`config.mk`:
```
export PLATFORM = sky130hd
export DESIGN_NAME = decade_counter_ctrl
export DESIGN_NICKNAME = d
export VERILOG_FILES = /design/src/rtl/decade_ctrl_pkg.sv /design/src/rtl/decade_ctrl_timer.sv /design/src/rtl/decade_counter_ctrl.sv
export SDC_FILE = /design/constraint.sdc
export NUM_CORES = 1
export LEC_CHECK = 0
export CORE_MARGIN = 8
export CORE_UTILIZATION = 56
export DETAILED_ROUTE_END_ITERATION = 8
export GPL_ROUTABILITY_DRIVEN = 0
export GPL_TIMING_DRIVEN = 0
export PLACE_DENSITY = 0.85
export SLEW_MARGIN = 5
export SYNTH_ARGS = -nofsm -noshare
export SYNTH_HDL_FRONTEND = slang
export SYNTH_SLANG_ARGS = --single-unit
```
`constraint.sdc`:
```
create_clock -name clk -period 4.1 [get_ports clk]
set_clock_uncertainty 0.05 [all_clocks]
set_input_delay 0.41 -clock clk [delete_from_list [all_inputs] [get_ports clk]]
set_output_delay 0.41 -clock clk [all_outputs]
set_load 0.01 [all_outputs]
```
`src/rtl/decade_ctrl_pkg.sv`:
```
// Shared definitions for the 7490 decade counter sequencer: command op codes,
// controller state encoding, BCD limits and the BCD increment helper.
package decade_ctrl_pkg;

  typedef enum logic [1:0] {
    OP_CLEAR = 2'b00,
    OP_SET9  = 2'b01,
    OP_RUN   = 2'b10,
    OP_RSVD  = 2'b11
  } op_e;

  typedef enum logic [2:0] {
    ST_IDLE,
    ST_PRESET,
    ST_PSETTLE,
    ST_STROBE,
    ST_CSETTLE,
    ST_FIN
  } state_e;

  localparam logic [3:0] BCD_MAX  = 4'd9;
  localparam logic [3:0] BCD_ZERO = 4'd0;
  localparam logic [3:0] BCD_NINE = 4'd9;

  function automatic logic [3:0] bcd_inc(input logic [3:0] v);
    return (v == BCD_MAX) ? BCD_ZERO : v + 4'd1;
  endfunction

endpackage

```
`src/rtl/decade_ctrl_timer.sv`:
```
// Loadable down-counter shared by the preset pulse and both settle intervals.
// Ports:
//   clk, rst_n  - clock, synchronous active-low reset
//   load        - load load_val this cycle (takes priority over counting)
//   load_val    - value loaded; the interval lasts load_val+1 cycles
//   zero        - counter has reached zero (last cycle of the interval)
module decade_ctrl_timer #(
  parameter int TW = 2
) (
  input  logic          clk,
  input  logic          rst_n,
  input  logic          load,
  input  logic [TW-1:0] load_val,
  output logic          zero
);

  logic [TW-1:0] cnt_q;
  logic [TW-1:0] cnt_d;

  always_comb begin
    cnt_d = cnt_q;
    if (load) begin
      cnt_d = load_val;
    end else if (cnt_q != '0) begin
      cnt_d = cnt_q - TW'(1);
    end
  end

  always_ff @(posedge clk) begin
    if (!rst_n) begin
      cnt_q <= '0;
    end else begin
      cnt_q <= cnt_d;
    end
  end

  assign zero = (cnt_q == '0);

endmodule

```
`src/rtl/decade_counter_ctrl.sv`:
```
// Sequencer for a 7490-style decade counter: clears, presets to 9 or advances
// the counter by N counts, reads QD..QA back after each action against a BCD
// model and counts decade wrap-arounds.
// Ports:
//   clk, rst_n            - clock, synchronous active-low reset
//   cmd_valid/cmd_ready   - command handshake; cmd_op, cmd_len latched at accept
//   abort                 - end a RUN after the strobe in progress
//   cnt_clk, r0, r9       - counter count strobe and preset lines
//   q                     - counter outputs QD..QA
//   busy, done            - command in progress / one-cycle completion pulse
//   err                   - sticky readback mismatch
//   exp_q, wraps          - model value and 9->0 transition count
//
// state      | meaning
// -----------+---------------------------------------------------
// ST_IDLE    | waiting for a command, cmd_ready high
// ST_PRESET  | r0 or r9 held high for PULSE_W cycles
// ST_PSETTLE | preset released, waiting SETTLE cycles, then check
// ST_STROBE  | cnt_clk high for one cycle
// ST_CSETTLE | cnt_clk low for SETTLE cycles, then check
// ST_FIN     | done pulse, back to idle
module decade_counter_ctrl
  import decade_ctrl_pkg::*;
#(
  parameter int PULSE_W = 3,
  parameter int SETTLE  = 2,
  parameter int NW      = 8,
  parameter int CW      = 8
) (
  input  logic          clk,
  input  logic          rst_n,
  input  logic          cmd_valid,
  output logic          cmd_ready,
  input  logic [1:0]    cmd_op,
  input  logic [NW-1:0] cmd_len,
  input  logic          abort,
  output logic          cnt_clk,
  output logic          r0,
  output logic          r9,
  input  logic [3:0]    q,
  output logic          busy,
  output logic          done,
  output logic          err,
  output logic [3:0]    exp_q,
  output logic [CW-1:0] wraps
);

  localparam int TMAX = (PULSE_W > SETTLE) ? PULSE_W : SETTLE;
  localparam int TW   = $clog2(TMAX + 1);

  state_e        state_q;
  logic [NW-1:0] len_q;
  logic          abort_q;
  logic          cnt_clk_q, r0_q, r9_q, busy_q, done_q, err_q;
  logic [3:0]    exp_q_q;
  logic [CW-1:0] wraps_q;

  logic          accept;
  logic          tmr_load;
  logic [TW-1:0] tmr_val;
  logic          tmr_zero;

  assign cmd_ready = (state_q == ST_IDLE) && rst_n;
  assign accept    = cmd_valid && cmd_ready;

  // Timer is loaded on the edge that enters each timed state, so zero marks
  // the final cycle of that state.
  always_comb begin
    tmr_load = 1'b0;
    tmr_val  = '0;
    case (state_q)
      ST_IDLE: begin
        if (accept && (cmd_op == OP_CLEAR || cmd_op == OP_SET9)) begin
          tmr_load = 1'b1;
          tmr_val  = TW'(PULSE_W - 1);
        end
      end
      ST_PRESET: begin
        if (tmr_zero) begin
          tmr_load = 1'b1;
          tmr_val  = TW'(SETTLE - 1);
        end
      end
      ST_STROBE: begin
        tmr_load = 1'b1;
        tmr_val  = TW'(SETTLE - 1);
      end
      default: ;
    endcase
  end

  decade_ctrl_timer #(.TW(TW)) u_timer (
    .clk      (clk),
    .rst_n    (rst_n),
    .load     (tmr_load),
    .load_val (tmr_val),
    .zero     (tmr_zero)
  );

  always_ff @(posedge clk) begin
    if (!rst_n) begin
      state_q   <= ST_IDLE;
      len_q     <= '0;
      abort_q   <= 1'b0;
      cnt_clk_q <= 1'b0;
      r0_q      <= 1'b0;
      r9_q      <= 1'b0;
      busy_q    <= 1'b0;
      done_q    <= 1'b0;
      err_q     <= 1'b0;
      exp_q_q   <= BCD_ZERO;
      wraps_q   <= '0;
    end else begin
      done_q <= 1'b0;
      case (state_q)
        ST_IDLE: begin
          if (accept) begin
            busy_q  <= 1'b1;
            abort_q <= 1'b0;
            len_q   <= cmd_len;
            unique case (op_e'(cmd_op))
              OP_CLEAR: begin
                state_q <= ST_PRESET;
                r0_q    <= 1'b1;
                exp_q_q <= BCD_ZERO;
                wraps_q <= '0;
                err_q   <= 1'b0;
              end
              OP_SET9: begin
                state_q <= ST_PRESET;
                r9_q    <= 1'b1;
                exp_q_q <= BCD_NINE;
              end
              OP_RUN: begin
                if (cmd_len != '0) begin
                  state_q   <= ST_STROBE;
                  cnt_clk_q <= 1'b1;
                end else begin
                  state_q <= ST_FIN;
                  done_q  <= 1'b1;
                end
              end
              default: begin
                state_q <= ST_FIN;
                done_q  <= 1'b1;
              end
            endcase
          end
        end
        ST_PRESET: begin
          if (tmr_zero) begin
            state_q <= ST_PSETTLE;
            r0_q    <= 1'b0;
            r9_q    <= 1'b0;
          end
        end
        ST_PSETTLE: begin
          if (tmr_zero) begin
            if (q != exp_q_q) err_q <= 1'b1;
            state_q <= ST_FIN;
            done_q  <= 1'b1;
          end
        end
        ST_STROBE: begin
          // Counter advances on this falling edge of cnt_clk; model follows.
          cnt_clk_q <= 1'b0;
          state_q   <= ST_CSETTLE;
          exp_q_q   <= bcd_inc(exp_q_q);
          if (exp_q_q == BCD_MAX) wraps_q <= wraps_q + CW'(1);
          len_q     <= len_q - NW'(1);
          if (abort) abort_q <= 1'b1;
        end
        ST_CSETTLE: begin
          if (abort) abort_q <= 1'b1;
          if (tmr_zero) begin
            if (q > BCD_MAX || q != exp_q_q) begin
              err_q   <= 1'b1;
              state_q <= ST_FIN;
              done_q  <= 1'b1;
            end else if (len_q == '0 || abort_q || abort) begin
              state_q <= ST_FIN;
              done_q  <= 1'b1;
            end else begin
              state_q   <= ST_STROBE;
              cnt_clk_q <= 1'b1;
            end
          end
        end
        ST_FIN: begin
          busy_q  <= 1'b0;
          state_q <= ST_IDLE;
        end
        default: state_q <= ST_IDLE;
      endcase
    end
  end

  assign cnt_clk = cnt_clk_q;
  assign r0      = r0_q;
  assign r9      = r9_q;
  assign busy    = busy_q;
  assign done    = done_q;
  assign err     = err_q;
  assign exp_q   = exp_q_q;
  assign wraps   = wraps_q;

endmodule
```
-- Word level (Yosys, flattened, before mapping)
Index checks and enable logic that the tools add are counted.
- add/subtract/negate cells: 4
- magnitude comparators: 1
- equality and inequality tests: 24
- multiplexer cells: 60
- reduce and logical (&&, ||, !) cells: 32
- operator list (operator ; count):
    8-bit two-way mux ; 4
    8-bit one-hot mux with 2 select lines ; 2
    1-bit two-way mux ; 28
    3-bit two-way mux ; 7
    2-bit inequality test, second input constant ; 9
    4-bit one-hot mux with 2 select lines ; 2
    4-bit AND reduction ; 4
    3-bit one-hot mux with 5 select lines ; 1
    7-bit AND reduction ; 2
    1-bit one-hot mux with 3 select lines ; 4
    2-bit nonzero test ; 6
    2-bit by 1-bit inequality test with 1-bit output, second input constant ; 5
    1-bit one-hot mux with 2 select lines ; 5
    8-bit by 1-bit adder with 8-bit output, second input constant ; 1
    8-bit zero test ; 1
    4-bit two-way mux ; 2
    8-bit nonzero test ; 1
    8-bit by 1-bit subtractor with 8-bit output, second input constant ; 1
    3-bit by 2-bit == test with 1-bit output, second input constant ; 2
    3-bit == test, second input constant ; 2
    2-bit two-way mux ; 3
    2-bit one-hot mux with 3 select lines ; 1
    3-bit one-hot mux with 2 select lines ; 1
    3-bit AND reduction ; 2
    16 further kinds ; 25
- bits in registers: 32
- input port bits: 18
- output and inout bits: 19
- logic and storage cells: 133

-- Depth between registers and ports, before layout
- word-level depth: 7
- mapped depth: 7

-- Modules after synthesis
Synthesis repeated with hierarchy kept, for this count alone.
- cell total of the unflattened synthesis: 257
- area, all modules: 2088.3 µm²
- modules (own cells, without submodules) (module ; instances ; cells each ; area an instance (µm²) ; sequential area each (µm²)):
    decade_counter_ctrl ; 1 ; 244 ; 1964.4 ; 600.6
    decade_ctrl_timer ; 1 ; 13 ; 123.9 ; 40.0

-- Worst setup path after synthesis
No wires, ideal clock.
- path kind: input to register
- from: input port cmd_valid
- to: register wraps_q[4], in the netlist wraps[4]
- library setup time: 0.070 ns
- arrival: 1.730 ns
- path slack: 2.250 ns
- stages on the path: 6
- buffers on the path: 2
- cell sequence: buf_2 > nand4bb_4 > o32a_1 > buf_6 > or4_1 > a21boi_1
- word-level cells in the longest chain between the ends: 3
- ends and longest elaborated chain (what ; line ; source):
    start: declaration ; decade_counter_ctrl.sv:32 ; input logic cmd_valid,
    1-bit logical AND ; decade_counter_ctrl.sv:64 ; assign accept = cmd_valid && cmd_ready;
    2-bit inequality test (no source line) ; n/a ;
    4-bit AND reduction (no source line) ; n/a ;
    end signal: assignment ; decade_counter_ctrl.sv:169 ; if (exp_q_q == BCD_MAX) wraps_q <= wraps_q + CW'(1);
    end: declaration ; decade_counter_ctrl.sv:56 ; logic [CW-1:0] wraps_q;
Every way passes these cells.
A chain may end at the register's enable or synchronous reset.

-- Worst setup path in the final report
- from: input port rst_n
- to: output port cmd_ready
- word-level cells in the longest chain between the ends: 1
- ends and longest elaborated chain (what ; line ; source):
    start: declaration ; decade_counter_ctrl.sv:31 ; input logic rst_n,
    1-bit logical AND ; decade_counter_ctrl.sv:63 ; assign cmd_ready = (state_q == ST_IDLE) && rst_n;
    end: declaration ; decade_counter_ctrl.sv:33 ; output logic cmd_ready,
Every way passes these cells.

==> results.md <==
- Walking the worst path, the cells encountered are clkdlybuf4s50_1 -> or4b_1 -> inv_1 -> clkdlybuf4s50_1.
- Summing the areas of all xor and xnor instances in the mapped netlist gives between 1.5 and 2% of the synthesized area.
- The effective utilization at floorplan is 58.4%.
- Of all flip-flops after synthesis, the portion carrying an async set or reset was 0%.
- The number of failing hold endpoints at the final stage is 0.
- Power spread over the standard cell area amounts to 426 nW/um2.
- In this run the worst path has a maximum fanout of 5.
- Summed over its instances, the top area cell type makes up 32.6% of the synthesized netlist area.
- The most frequent cell after synthesis is sky130_fd_sc_hd__dfxtp_1.
- Yosys mapped a number of flops with a built-in enable equal to 0.
- The clock tree root driver cell is sky130_fd_sc_hd__clkbuf_4.
- The final non-filler cell total is 327.
- After layout, the minimum clock period comes to 2740 ps.
- The path class of the lowest-slack min-delay path is reg -> reg.
- The final routed DRC violation total is 0.
- Detailed routing inserted a total of 2056 vias.
- The source-to-sink clock delay at the later pin of the worst-skew pair is 330 ps.
- After the last flow step, the layout net total stands at 307.
- The largest net degree at the start of global routing is 11.
- The mapped netlist covers between 1500 and 2000 um2.
- The number of pins with negative max-slew slack in the final report came to 0.
- The post-route antenna net violation count is 0.
- The initial detailed-routing violation count is roughly 180.
- By area the synthesized netlist is led by sky130_fd_sc_hd__dfxtp_1 (33%), sky130_fd_sc_hd__a21oi_1 (4.8%), sky130_fd_sc_hd__ha_1 (3.8%).
- In this run the register-to-register setup slack is 2000 ps.
- The post-detailed-placement half-perimeter wirelength is 3.93 mm.
- The full die area is 5660 um2.
- In this run the deepest clock path goes through 2 buffers.
- The post-synthesis sequential element count is 32.
- Max-cap violations in this run came to 0.
- Clock tree synthesis found a total of 32 sinks.
- For the worst setup path, the data arrival time is between 2000 and 2500 ps.
- By instance count, the cell type seen most on the critical path is sky130_fd_sc_hd__clkdlybuf4s50_1.
- The transition time at the pin with the least slew margin is between 800 and 900 ps.
- The average instance in the mapped netlist occupies 8.15 um2.
- The sequential share of power is between 30% and 40%.
- The power spent charging and discharging nets is just over 0.4 mW.
- Measured against the total synthesized area, the mux share comes to 1.53%.
- The worst setup slack after placement is 1370 ps.
- The proportion of synthesized chip area in sequential cells is 32.6%.
- The clock input transition at the sequential cells of the worst setup and hold paths is about 80 ps.
- In the synthesized netlist the dominant register cell turns out to be sky130_fd_sc_hd__dfxtp_1.
- Static timing analysis puts the maximum clock frequency at 364 MHz.
- The first global-routing pass estimated 8.82 mm of wire.
- The number of buffers and inverters on the critical path is 3.
- In this run the number of H-tree levels came out at 2.
- The floorplan step set the die width to 75.2 um.
- Summing the areas of all and, or, nand and nor instances in the mapped netlist gives 25.3% of the synthesized area.
- The share of total power dissipated in the clock network is 15.1%.
- In this run the cell area measured after placement is 2370 um2.
- The number of nets in the synthesized netlist is 265.
- Synthesis produced a netlist whose cell count is 241.
- Once routing completed, OpenROAD measured the worst setup slack at 1360 ps.
- Compared with the post-synthesis result, the final layout area differs by 22.7%.
- The fraction of the core area covered by cells at the end of the flow is 71.6%.
- Among all stages on the critical path, the largest delay is contributed by sky130_fd_sc_hd__clkdlybuf4s50_1.
- Counting distinct cell types in the post-synthesis netlist gives 59.
- The design draws 1.03 mW.
- After global routing the overflow that remains totals 0.
- The area of the placeable core is 3360 um2.
- The instance count after placement with tap cells included is 322.
- The minimum hold slack is 421 ps.
- The internal portion of the total power is 0.623 mW.
- The via count of the first global-routing pass is 1885.
- The floorplan has 21 rows.
- The worst path uses 66.9% of the clock period.
- The finished cells cover 2410 um2.
- The number of ports placed on the die boundary is 37.
- Of the total synthesized cell area, the portion taken by full adders, half adders and majority gates is 3.82%.
- The floorplan step set the die height to 75.2 um.
- TritonCTS built the clock tree.
- The endpoint type of the worst setup path is a primary output.
- Combinational logic burns 46.5% of the power.
- The flow ran to the end, and the final reports show no timing, DRC or antenna violations.
- Net switching is 39.4% of the power.
- Setup repair after global routing left no endpoint under its margin.
- In the synthesized netlist, the cells that appear most often are sky130_fd_sc_hd__dfxtp_1 (32), sky130_fd_sc_hd__a21oi_1 (19), sky130_fd_sc_hd__nor2_1 (17), sky130_fd_sc_hd__nand2_1 (13), sky130_fd_sc_hd__inv_1 (11).
- The compound-gate portion of the synthesized area is 29.4%.
- The number of detailed-route iterations in the first pass is 4.
- In this run the tool buffered the top-level ports with 35 buffer cells.
- The reported leakage power is ~0.84 nW.
- The cell type contributing the most total cell area after synthesis is sky130_fd_sc_hd__dfxtp_1.
- The fraction of layout instances using a drive strength above 1 is 4.63%.
- The combinational family with the most area after synthesis is compound AO/OA/AOI/OAI gates.
- Broken down by cell family, the worst path's largest delay share belongs to buffers and inverters.
- The TritonCTS buffer count is 5.
- The worst setup path is launched from an input port.
- In this design, the stage delay of the slowest critical-path cell is 570 ps.
- Buffers inserted to repair hold after CTS numbered 0.
- The number of antenna violations at the first check in global routing is 0.
- At the worst endpoint, the required time is approximately 3600 ps.
- Post-CTS repair changed the size of 0 cells.
- Summed over all failing endpoints, the final setup total negative slack is 0 ps.
- Post-CTS timing repair inserted 0 buffers for setup.
- The headroom to the max-slew limit is 45.4%.
- The worst setup path category is in -> out.
- Using the TritonRoute via totals, the vias-per-cell ratio works out to 6.29.
- The peak supply drop is 0.000363 V.
- For this run, the total global-route usage over all layers was measured as between 20 and 25%.
- The routed wire length is 5.26 mm.
- The routed length per placed instance is roughly 16 um.
- The final antenna diode count is 0.
- The count of final setup violators is 0.
- For this run, the number of Yosys warnings is 0.
==> state kept, by name, summed over array words and instances (netlist names) <==
name and count:
busy 1, cnt_clk 1, wraps 8, err 1, exp_q 4, done 1, abort_q 1, r9 1
r0 1, len_q 8, u_timer.cnt_q 2, state_q 3
==> final timing paths <==
kind / start / endpoint / cells after the start
worst max register to register: state_q[0] / len_q[7] / 5
worst min-delay path: wraps[7] / wraps[7] / 2
worst max-delay path: rst_n / cmd_ready / 4
worst min register to register: wraps[7] / wraps[7] / 2
==> cell type report <==
type,instances,area [um2]
multi-input cells,183,1210
flip-flops and latches,32,641
fillers,308,955
clock buffers,5,37.5
inverters,12,45.0
well taps,46,57.6
plain buffers,14,62.6
repair buffers,35,350
==> power by group through the flow <==
| stage | registers, mW | logic, mW | clock network, mW |
|---|---|---|---|
| after global placement | 0.401 | 0.468 | 0 |
| after CTS | 0.394 | 0.475 | 0.160 |
| after detailed placement | 0.401 | 0.471 | 0 |
| after floorplan | 0.400 | 0.334 | 0 |
| after global routing | 0.403 | 0.531 | 0.177 |
| final | 0.394 | 0.477 | 0.155 |
==> per-layer routing <==
| layer | wire, um | share of wire (%) | up-vias | track usage (%) |
|---|---|---|---|---|
| met5 | 0 | 0 | - | 0 |
| met4 | 91 | 1.7 | 0 | 5.76 |
| met3 | 492 | 9.3 | 10 | 6.26 |
| met2 | 2390 | 45 | 84 | 30.8 |
| met1 | 2290 | 43 | 961 | 26.1 |
| li1 | - | - | 1001 | - |
==> cells in the final DEF (no fill, tap or decap), types with 5 or more instances in the layout <==
master	instances
sky130_fd_sc_hd__nor2_1	17
sky130_fd_sc_hd__nor4_1	7
sky130_fd_sc_hd__clkbuf_1	9
sky130_fd_sc_hd__nand4_1	5
sky130_fd_sc_hd__ha_1	6
sky130_fd_sc_hd__o31ai_1	5
sky130_fd_sc_hd__a21oi_1	19
sky130_fd_sc_hd__inv_1	11
sky130_fd_sc_hd__clkdlybuf4s50_1	35
sky130_fd_sc_hd__nand3_1	8
sky130_fd_sc_hd__nand2_1	13
sky130_fd_sc_hd__nand2b_1	5
sky130_fd_sc_hd__o21a_1	5
sky130_fd_sc_hd__nor3_1	9
sky130_fd_sc_hd__dfxtp_1	32
sky130_fd_sc_hd__a31oi_1	5
sky130_fd_sc_hd__clkbuf_4	5
sky130_fd_sc_hd__o21ai_0	10
==> cell families (layout without fill, tap and decap cells) <==
group,after synthesis,in the layout
simple gates,87,87
fa+ha+maj,6,6
mux,3,3
flops,32,32
xor+xnor,4,4
buf+inv,26,66
compound gates,83,83
==> tightest hold or removal path, delay by kind of cell (launching register included) <==
| kind | cells | cell delay [ps] |
|---|---|---|
| flops | 1 | 320 |
| simple gates | 1 | 50 |
| mux | 1 | 50 |
No activity file was read; power rests on OpenSTA's default activity.
